<file path="src/rtl/audio_recorder.sv">
// audio_recorder
//   Capture engine: drains mono samples from the codec ADC read path, applies
//   a saturating left-shift gain and packs two samples per 32-bit word
//   (first sample in [15:0], second in [31:16]). Each word is written to
//   sample memory through an Avalon-MM write master at consecutive word
//   addresses 0..NUM_WORDS-1. The layout matches what the playback engine reads.
//
// Ports
//   CLOCK_50         system clock, all logic on posedge
//   rst_n            synchronous active-low reset
//   start            level; starts a capture when seen high in IDLE or DONE
//   read_ready       codec has an ADC sample available
//   readdata_left    signed ADC sample (captured channel)
//   readdata_right   ADC right sample (not used)
//   read_s           codec read strobe (one-cycle pulse per consumed sample)
//   mem_write        Avalon-MM write request
//   mem_address      word address
//   mem_writedata    packed sample pair {second, first}
//   mem_byteenable   always 4'b1111
//   mem_waitrequest  Avalon-MM stall
//   busy             high while capturing (not IDLE, not DONE)
//   done             high in DONE
//   state_dbg        current FSM state, for observation only
//
// Handshakes
//   Codec: a sample is consumed when read_ready is seen high in a WAIT state;
//   read_s is then pulsed for one cycle and the FSM waits for read_ready to
//   drop before looking for the next sample, so one sample is never taken
//   twice. Memory: a write is presented with mem_write=1 and held (address
//   and data stable) until a posedge where mem_waitrequest=0; that posedge
//   completes the transfer.

module audio_recorder #(
    parameter int NUM_WORDS  = 1048576,
    parameter int GAIN_SHIFT = 6
) (
    input  logic        CLOCK_50,
    input  logic        rst_n,
    input  logic        start,
    input  logic        read_ready,
    input  logic [15:0] readdata_left,
    input  logic [15:0] readdata_right,
    output logic        read_s,
    output logic        mem_write,
    output logic [22:0] mem_address,
    output logic [31:0] mem_writedata,
    output logic [3:0]  mem_byteenable,
    input  logic        mem_waitrequest,
    output logic        busy,
    output logic        done,
    output logic [2:0]  state_dbg
);

    typedef enum logic [2:0] {
        IDLE      = 3'd0,
        WAIT_RDY1 = 3'd1,
        ACK1      = 3'd2,
        WAIT_RDY2 = 3'd3,
        ACK2      = 3'd4,
        WRITE     = 3'd5,
        DONE      = 3'd6
    } state_t;

    localparam int                     YW        = 16 + GAIN_SHIFT;
    localparam logic signed [YW-1:0]   SAT_MAX   = YW'(32767);
    localparam logic signed [YW-1:0]   SAT_MIN   = YW'(-32768);
    localparam logic [22:0]            LAST_ADDR = 23'(NUM_WORDS - 1);

    state_t      state;
    logic [15:0] lo;
    logic [15:0] hi;

    // The right channel is deliberately not recorded.
    logic unused_right;
    assign unused_right = ^readdata_right;

    assign mem_byteenable = 4'b1111;
    assign state_dbg      = state;

    // Shift at full width so no magnitude bits are lost before the clamp.
    function automatic logic [15:0] apply_gain(input logic [15:0] x);
        logic signed [YW-1:0] y;
        y = YW'($signed(x)) <<< GAIN_SHIFT;
        if (y > SAT_MAX)
            return 16'h7FFF;
        else if (y < SAT_MIN)
            return 16'h8000;
        else
            return y[15:0];
    endfunction

    always_ff @(posedge CLOCK_50) begin
        if (!rst_n) begin
            state         <= IDLE;
            read_s        <= 1'b0;
            mem_write     <= 1'b0;
            mem_address   <= '0;
            mem_writedata <= '0;
            busy          <= 1'b0;
            done          <= 1'b0;
            lo            <= '0;
            hi            <= '0;
        end else begin
            read_s <= 1'b0;
            case (state)
                IDLE: begin
                    if (start) begin
                        mem_address <= '0;
                        busy        <= 1'b1;
                        state       <= WAIT_RDY1;
                    end
                end
                WAIT_RDY1: begin
                    if (read_ready) begin
                        lo     <= apply_gain(readdata_left);
                        read_s <= 1'b1;
                        state  <= ACK1;
                    end
                end
                ACK1: begin
                    // Wait for the codec to retire the sample just taken.
                    if (!read_ready)
                        state <= WAIT_RDY2;
                end
                WAIT_RDY2: begin
                    if (read_ready) begin
                        hi     <= apply_gain(readdata_left);
                        read_s <= 1'b1;
                        state  <= ACK2;
                    end
                end
                ACK2: begin
                    if (!read_ready) begin
                        mem_writedata <= {hi, lo};
                        mem_write     <= 1'b1;
                        state         <= WRITE;
                    end
                end
                WRITE: begin
                    if (!mem_waitrequest) begin
                        mem_write <= 1'b0;
                        if (mem_address == LAST_ADDR) begin
                            done  <= 1'b1;
                            busy  <= 1'b0;
                            state <= DONE;
                        end else begin
                            mem_address <= mem_address + 23'd1;
                            state       <= WAIT_RDY1;
                        end
                    end
                end
                DONE: begin
                    if (start) begin
                        done        <= 1'b0;
                        busy        <= 1'b1;
                        mem_address <= '0;
                        state       <= WAIT_RDY1;
                    end
                end
                default: begin
                    state <= IDLE;
                end
            endcase
        end
    end

endmodule

</file>
<file path="config.mk">
export PLATFORM = sky130hd
export DESIGN_NAME = audio_recorder
export DESIGN_NICKNAME = d
export VERILOG_FILES = /design/src/rtl/audio_recorder.sv
export SDC_FILE = /design/constraint.sdc
export NUM_CORES = 1
export LEC_CHECK = 0
export CAP_MARGIN = 10
export CORE_MARGIN = 5
export CORE_UTILIZATION = 55
export CTS_CLUSTER_DIAMETER = 80
export DETAILED_ROUTE_END_ITERATION = 12
export DONT_BUFFER_PORTS = 1
export PLACE_DENSITY_LB_ADDON = 0.05
export SLEW_MARGIN = 20
export SYNTH_ARGS = -nofsm -noshare
export SYNTH_HDL_FRONTEND = slang
export SYNTH_SLANG_ARGS = --single-unit
</file>
<file path="constraint.sdc">
create_clock -name CLOCK_50 -period 3.95 [get_ports CLOCK_50]
set_input_delay 1.185 -clock CLOCK_50 [delete_from_list [all_inputs] [get_ports CLOCK_50]]
set_output_delay 1.185 -clock CLOCK_50 [all_outputs]
set_load 0.02 [all_outputs]
</file>
==> impl_metrics.json, run 1 <==
{
  "path_max_fanout": 19,
  "worstPathRequired_ns": 4.23,
  "cts_buffer_depth": 2,
  "pin_count": 103,
  "finalClockSkew_ns": 0.00800,
  "synthesis.area_mm2": 0.00342,
  "area_growth_pct": 4.20,
  "via_per_inst": 5.80,
  "drcViolationCount": 0,
  "clkSinkCount": 74,
  "powerDensity_mw_per_mm2": 456,
  "synth_cell_type_count": 53,
  "cp-end-kind": "flop",
  "cts_buffers": 9,
  "max_cap_violations": 0,
  "post-cts-setup-buffer-count": 0,
  "synth_top_cell_by_area": "dfxtp_1",
  "grt_pass1_wl_um": 11800,
  "holdBufCountCts": 0,
  "arrival_ns": 2.58,
  "start_util": 0.572,
  "drt_first_pass_iters": 4,
  "avgSynthCellArea_um2": 8.85,
  "synth_edf_count": 0,
  "totalWireLength_um": 7270,
  "nNetsFinal": 406,
  "fin_tns_setup_ns": 0,
  "globalplace.congestion": 0.824,
  "crit_path_start_kind": "flop",
  "clk_latency_ns": 0.34,
  "hold_start": "hi[5]",
  "tightest_slew_ns": 0.819,
  "detail-route-antenna-nets": 0,
  "n_antenna_cell": 0,
  "rsz0062_at_grt": "false",
  "vdd_drop_max_uv": 297,
  "synthTopCellsByCount": "dfxtp_1, nand2_1, a21oi_1, nor2_1, a21boi_0",
  "fmax_mhz": 433,
  "dp_hpwl_um": 4970,
  "h-tree-depth": 3,
  "grt_pass1_vias": 2399,
  "reg2reg_from": "state_dbg[1]",
  "synth.ff_latch_count": 74,
  "cellLeakagePower_nw": 1.38,
  "via_count": 2600,
  "netlist_instances": 387,
  "hold_viol_final": 0,
  "synthFlopType": "dfxtp_1",
  "grt_max_degree": 54,
  "fin_crit_ns": 2.31,
  "antenna_found_initial": 0,
  "drt-initial-drc-count": 147,
  "synth_area_leaders": "dfxtp_1, nand2_1, o211a_1",
  "timing.slew.headroom": 0.447,
  "path_class": "reg2reg",
  "cts_root_buf": "clkbuf_8",
  "worst_hold_path_type": "reg2reg",
  "die_area_mm2": 0.00790,
  "yosysSeqAreaShare": 0.433,
  "cts_resized": 0,
  "clkTransAtPathRegs_ns": 0.08,
  "io_buffers": 0,
  "maxSlewViolCount": 0,
  "startpoint": "state_dbg[1]",
  "die_w_um": 88.9,
  "num_rows": 28,
  "fin_cells": 448,
  "drive_gt1_frac": 0.0912,
  "wl_per_cell_um": 16.2,
  "grt-ovfl-total": 0,
  "grtUsageTotal": 0.192,
  "cts_tree": "built",
  "core_mm2": 0.00599,
  "hold_ws_ns": 0.460,
  "ys_async_sr_fraction": 0,
  "regToRegSetupSlack_ns": 1.64,
  "ys_warn_count": 0,
  "synth_top_cell_area_share": 0.433,
  "setup_viol": 0,
  "place_inst": 432,
  "fp.dieH_um": 88.9,
  "status": "completed",
  "period_share": 0.585
}
-- worst paths after layout --
path,end,cells past startpoint
hold reg to reg,mem_writedata[21],2
setup reg to reg,mem_address[11],5
setup / recovery,mem_address[11],5
hold / removal,mem_writedata[21],2
-- stage by stage --
| step | setup WS (ns) | power [W] | instance area, um^2 | utilization |
|---|---|---|---|---|
| 6_report | 1.64 | 0.00163 | 3570 | 0.596 |
| 4_1_cts | 1.31 | 0.00164 | 3570 | 0.595 |
| 5_1_grt | 1.50 | 0.00170 | 3570 | 0.596 |
| 3_3_place_gp | 1.34 | 0.000994 | 3350 | 0.559 |
| 2_1_floorplan | 1.46 | 0.000980 | 3440 | - |
| 3_5_place_dp | 1.33 | 0.000999 | 3350 | 0.559 |
-- critical path, cell delays in order (launching register included) --
cell and delay (ns):
dfxtp_1 0.77, and4b_1 0.39, nor3_2 0.13, a31o_4 0.31, or4_1 0.47, a21oi_1 0.16
-- cell families after synthesis --
logic type | Yosys count | share of synthesized area
simple gates | 158 | 0.245
xor+xnor | 10 | 0.0256
mux | 6 | 0.0175
buf+inv | 39 | 0.0658
flops | 74 | 0.433
compound gates | 98 | 0.209
fa+ha+maj | 1 | 0.00365
other cells | 1 | 0.00110
-- layout by cell type (no fill, tap or decap), types with 5 or more instances in the layout --
master    count
mux2i_1       6
nand3_1       9
or4_1         5
nor2b_1       7
a21boi_1      6
a21oi_1      21
nor2_1       20
o21ai_0      10
o211a_1      18
clkbuf_8      9
nand2_1      74
dfxtp_1      72
nor3_1        5
or3_1         6
xnor2_1       8
a21boi_0     19
-- where the power goes --
part / leakage (nW) / switching, W / total, W / internal, W
Clock: 0.107 / 0.000287 / 0.000646 / 0.000358
Combinational: 0.674 / 0.0000933 / 0.000154 / 0.0000609
Sequential: 0.599 / 0.0000538 / 0.000828 / 0.000774
Total: 1.38 / 0.000435 / 0.00163 / 0.00119
-- routing by layer --
layer | GRT usage | vias up | share of wire
met1 | 0.274 | 1200 | 0.50
met2 | 0.275 | 68 | 0.42
met3 | 0.0470 | 8 | 0.070
met4 | 0.0824 | 0 | 0.013
met5 | 0 | - | 0
li1 | - | 1324 | -
-- state kept, by name (all words and copies together), names as in the netlist --
name           cells
hi                11
mem_address       23
lo                11
done               1
busy               1
mem_write          1
state_dbg          3
read_s             1
mem_writedata     22
-- cell type report --
type                    count  area [um^2]
fillers                   552         2420
multi-input cells         277         1740
flip-flops and latches     74         1480
clock buffers              10          128
well taps                  75         93.8
clock inverters             6         90.1
repair buffers              3         22.5
inverters                   3         11.3
Note: power is estimated with default switching activity, not from simulation.
==> run 2: changes to the inputs <==
==> constraint.sdc (replaced) <==
create_clock -name CLOCK_50 -period 2.01 [get_ports CLOCK_50]
set_input_delay 0.603 -clock CLOCK_50 [delete_from_list [all_inputs] [get_ports CLOCK_50]]
set_output_delay 0.603 -clock CLOCK_50 [all_outputs]
set_load 0.02 [all_outputs]
==> run 2 against run 1 <==
Against the previous run:
- combinational power grew to 2.6 times the previous value
- die area stayed put
- worst setup slack worse by 1.6 ns
- clock-buffer cell count is 1 higher
- final area is 8.8% higher
- critical path depth is 1 higher
- largest cell class unchanged
==> impl_metrics.json, run 2 (same netlist as run 1, synthesis figures left out) <==
{
  "status": "completed",
  "pin_count": 103,
  "worstPathRequired_ns": 2.28,
  "path_max_fanout": 19,
  "grt_pass1_wl_um": 12800,
  "arrival_ns": 2.21,
  "clk_latency_ns": 0.34,
  "register_area_mm2": 0.00148,
  "area_growth_pct": 13.4,
  "drcViolationCount": 0,
  "rsz0062_at_grt": "true",
  "via_per_inst": 5.64,
  "antenna_found_initial": 0,
  "vdd_drop_max_uv": 612,
  "timing.slew.headroom": 0.467,
  "largest_register": "mem_address",
  "start_util": 0.572,
  "cts_tree": "built",
  "path_buf_inv": 0,
  "holdBufCountCts": 0,
  "n_antenna_cell": 0,
  "tightest_slew_ns": 0.799,
  "hold_viol_final": 0,
  "maxSlewViolCount": 0,
  "slowest_delay_ns": 0.48,
  "multi_input_area_mm2": 0.00174,
  "cts_resized": 0,
  "crit_family": "simple AND/OR/NAND/NOR gates",
  "setup_slack_ns": 0.0725,
  "detail-route-antenna-nets": 0,
  "die_area_mm2": 0.00790,
  "reg_top3": "mem_address x23, mem_writedata x22",
  "cp-end-kind": "flop",
  "wl_per_cell_um": 15.6,
  "grtUsageTotal": 0.204,
  "grt-ovfl-total": 0,
  "grt_max_degree": 54,
  "crit_path_start_kind": "flop",
  "finalClockSkew_ns": 0.0125,
  "core_mm2": 0.00599,
  "totalWireLength_um": 7660,
  "period_share": 0.964,
  "layout_common_cells": "nand2_1, dfxtp_1, buf_4, a21oi_1, nor2_1",
  "post-cts-setup-buffer-count": 0,
  "cts_buffer_depth": 2,
  "drive_gt1_frac": 0.183,
  "io_buffers": 0,
  "cts_root_buf": "clkbuf_8",
  "nNetsFinal": 449,
  "drt_first_pass_iters": 4,
  "h-tree-depth": 3,
  "fin_tns_setup_ns": 0,
  "crit_chain": "ha_1 -> and3_4 -> and4_1 -> a31o_4 -> or4_1 -> a21oi_1",
  "worst_hold_path_type": "in2reg",
  "fin_crit_ns": 1.94,
  "powerDensity_mw_per_mm2": 820,
  "largest_reg_flops": 23,
  "fmax_mhz": 516,
  "via_count": 2767,
  "pre_cts_ws_ns": 0.0487,
  "grt_pass1_vias": 2724,
  "clkTransAtPathRegs_ns": 0.08,
  "cp_slowest_cell": "or4_1",
  "globalplace.congestion": 0.839,
  "die_w_um": 88.9,
  "nFillCells": 530,
  "path_class": "reg2reg",
  "max_cap_violations": 0,
  "cts_buffers": 9,
  "drt-initial-drc-count": 130,
  "dp_hpwl_um": 5630,
  "fp.dieH_um": 88.9,
  "num_rows": 28,
  "cellLeakagePower_nw": 1.61,
  "clkSinkCount": 74,
  "setup_viol": 0,
  "final_util": 0.648
}
==> run 2: final timing paths <==
path / startpoint / to / slack, ns / cells past startpoint
worst min-delay path: rst_n / state_dbg[1] / 0.41 / 1
worst min register to register: mem_writedata[5] / mem_writedata[5] / 0.47 / 2
worst max register to register: mem_address[0] / mem_address[11] / 0.07 / 6
worst max-delay path: mem_address[0] / mem_address[11] / 0.07 / 6
==> run 2: worst reg2reg max path: stages (launching register included) <==
cell     delay, ns
dfxtp_1       0.32
ha_1          0.21
and3_4        0.19
and4_1        0.24
a31o_4        0.31
or4_1         0.48
a21oi_1       0.14
==> run 2: final cells by class <==
class                   count  share of cell area
clock buffers              11              0.0390
clock inverters             5              0.0155
inverters                   3             0.00290
multi-input cells         277               0.448
flip-flops and latches     74               0.381
well taps                  75              0.0242
repair buffers             46              0.0889
==> run 2: routing by layer <==
metal,up-vias,track usage,routed length (um)
li1,1407,-,-
met1,1272,0.291,3630
met2,77,0.306,3350
met3,11,0.0442,567
met4,0,0.0714,114
met5,-,0,0
==> run 2: per-stage QoR <==
stage	instances	total power, W	hold slack [ns]	cell area, um^2
2_1_floorplan	390	0.00193	0.430	3440
3_3_place_gp	475	0.00201	0.445	3670
3_5_place_dp	475	0.00202	0.451	3670
4_1_cts	491	0.00321	0.377	3880
5_1_grt	491	0.00333	0.389	3880
6_report	491	0.00318	0.406	3880
==> run 2: report_power, final <==
group	internal (W)	leakage [nW]	switching, W
sequential	0.00152	0.598	0.0000579
combinational	0.000164	0.902	0.000241
clock	0.000646	0.106	0.000553
total	0.00233	1.61	0.000852
==> run 3: changes to the inputs <==
--- a/config.mk
+++ b/config.mk
@@ -7,11 +7,11 @@
 export LEC_CHECK = 0
 export CAP_MARGIN = 10
 export CORE_MARGIN = 5
-export CORE_UTILIZATION = 55
-export CTS_CLUSTER_DIAMETER = 80
+export CORE_UTILIZATION = 50
 export DETAILED_ROUTE_END_ITERATION = 12
 export DONT_BUFFER_PORTS = 1
 export PLACE_DENSITY_LB_ADDON = 0.05
+export REMOVE_ABC_BUFFERS = 1
 export SLEW_MARGIN = 20
 export SYNTH_ARGS = -nofsm -noshare
 export SYNTH_HDL_FRONTEND = slang
==> run 3 against run 2 <==
Against the previous run:
- final area increased by 1.9%
- sequential power about the same
- first-iteration DRC count decreased by 22%
- clock-buffer cell count decreased by 1
- wire length increased by 3.5%
- utilization decreased by 5.9 points
- worst setup slack improved by 0.014 ns
- register-to-register slack about the same
- non-clock buffer count increased by 9
- critical path depth unchanged
- via count increased by 2.4%
- largest cell class unchanged
- largest power group unchanged
==> impl_metrics.json, run 3 (same netlist as run 1, synthesis figures left out) <==
{
  "fin_crit_ns": 1.92,
  "fp.dieH_um": 92.8,
  "path_max_fanout": 17,
  "drcViolationCount": 0,
  "fmax_mhz": 520,
  "worst_hold_path_type": "in2reg",
  "grt_pass1_wl_um": 12900,
  "hold_start": "rst_n",
  "core_mm2": 0.00672,
  "nFillCells": 607,
  "register_area_mm2": 0.00148,
  "layout_common_cells": "nand2_1, dfxtp_1, buf_4, a21oi_1, nor2_1",
  "clkSinkCount": 74,
  "dp_hpwl_um": 5660,
  "place_inst": 486,
  "start_util": 0.510,
  "largest_reg_flops": 23,
  "clk_latency_ns": 0.35,
  "via_per_inst": 5.61,
  "grt_pass1_vias": 2742,
  "regToRegSetupSlack_ns": 0.09,
  "die_area_mm2": 0.00860,
  "clkTransAtPathRegs_ns": 0.09,
  "largest_register": "mem_address",
  "maxSlewViolCount": 0,
  "hold_viol_final": 0,
  "die_w_um": 92.8,
  "num_rows": 30,
  "cts_buffers": 9,
  "drt-initial-drc-count": 101,
  "grt-ovfl-total": 0,
  "crit_chain": "ha_1 -> and3_4 -> and4_4 -> a31o_4 -> or4_1 -> a21oi_1",
  "cp-end-kind": "flop",
  "hold_ws_ns": 0.388,
  "cellLeakagePower_nw": 1.65,
  "worstHoldPathCells": 1,
  "globalplace.congestion": 0.809,
  "finalClockSkew_ns": 0.0160,
  "cts_root_buf": "clkbuf_8",
  "vdd_drop_max_uv": 334,
  "detail-route-antenna-nets": 0,
  "slowest_delay_ns": 0.48,
  "drt_first_pass_iters": 4,
  "via_count": 2834,
  "grt_max_degree": 54,
  "rsz0062_at_grt": "true",
  "arrival_ns": 2.19,
  "r2r_cells": 6,
  "worstPathRequired_ns": 2.28,
  "path_class": "reg2reg",
  "tightest_slew_ns": 0.868,
  "grtUsageTotal": 0.185,
  "io_buffers": 0,
  "nNetsFinal": 458,
  "cts_tree": "built",
  "final_util": 0.589,
  "multi_input_area_mm2": 0.00175,
  "timing.slew.headroom": 0.418,
  "crit_path_start_kind": "flop",
  "min_to": "hi[6]",
  "cts_buffer_depth": 2,
  "drive_gt1_frac": 0.205,
  "powerDensity_mw_per_mm2": 810,
  "antenna_found_initial": 0,
  "reg2reg_from": "mem_address[1]",
  "cp_slowest_cell": "or4_1",
  "wl_per_cell_um": 15.7,
  "h-tree-depth": 3,
  "period_share": 0.957,
  "pin_count": 103,
  "fin_cells": 505,
  "n_antenna_cell": 0,
  "area_growth_pct": 15.6,
  "totalWireLength_um": 7920,
  "status": "completed",
  "holdBufCountCts": 0,
  "reg_top3": "mem_address x23, mem_writedata x22",
  "max_cap_violations": 0,
  "setup_viol": 0,
  "r2r-end": "mem_address[11]"
}
-- run 3: cell types whose count changed in the layout (fill, tap and decap cells not counted), sizes merged --
cell | before | now
clkinv | 2 | 3
buf | 46 | 55
clkbuf | 11 | 10
-- run 3: how the worst max path moves through the flow --
stage	end	from
floorplan	mem_address[17]	state_dbg[2]
global placement	mem_address[14]	mem_waitrequest
detailed placement	mem_address[11]	mem_waitrequest
CTS	mem_address[11]	mem_address[1]
global route	mem_address[14]	mem_address[1]
finish	mem_address[11]	mem_address[1]
-- run 3: report_power, final --
group	switching [W]	internal, W	total [W]
Combinational	0.000251	0.000190	0.000441
Clock	0.000576	0.000610	0.00119
Sequential	0.0000594	0.00152	0.00158
-- run 3: what timing repair did --
action | in CTS | in global routing
setup buffers | 0 | 3
hold endpoints to repair | 0 | 0
gates resized for setup | 0 | 6
endpoints found under the setup margin | 0 | 7
-- run 3: routing by layer --
layer / wire length, um / share of wire / vias up / track usage
met3: 387 / 0.049 / 9 / 0.0504
met4: 125 / 0.016 / 0 / 0.0708
li1: - / - / 1425 / -
met2: 4040 / 0.51 / 62 / 0.327
met1: 3370 / 0.43 / 1338 / 0.212
met5: 0 / 0 / - / 0
-- run 3: final cells by class --
| cell class | instances | area share |
|---|---|---|
| clock buffers | 10 | 0.0348 |
| clock inverters | 6 | 0.0164 |
| inverters | 3 | 0.00284 |
| multi-input cells | 277 | 0.442 |
| repair buffers | 55 | 0.104 |
| well taps | 80 | 0.0253 |
| flip-flops and latches | 74 | 0.374 |
-- run 3: per-stage QoR --
step                      instance area (um^2)   TNS, ns  power (W)  setup WS [ns]
final                                     3960         0    0.00321         0.0869
after global routing                      3960  -0.00424    0.00335       -0.00424
after CTS                                 3930         0    0.00320         0.0165
after detailed placement                  3720         0    0.00203         0.0369
after global placement                    3720         0    0.00203         0.0533
after floorplan                           3220    -15.99    0.00187         -0.459
-- run 3: worst max-delay path: cells and delay by family (launching register included) --
| family | cells | cell delay, ns |
|---|---|---|
| AND/OR/NAND/NOR | 3 | 0.88 |
| AO/OA/AOI/OAI | 2 | 0.43 |
| flip-flops | 1 | 0.33 |
| adder cells (fa/ha/maj) | 1 | 0.20 |
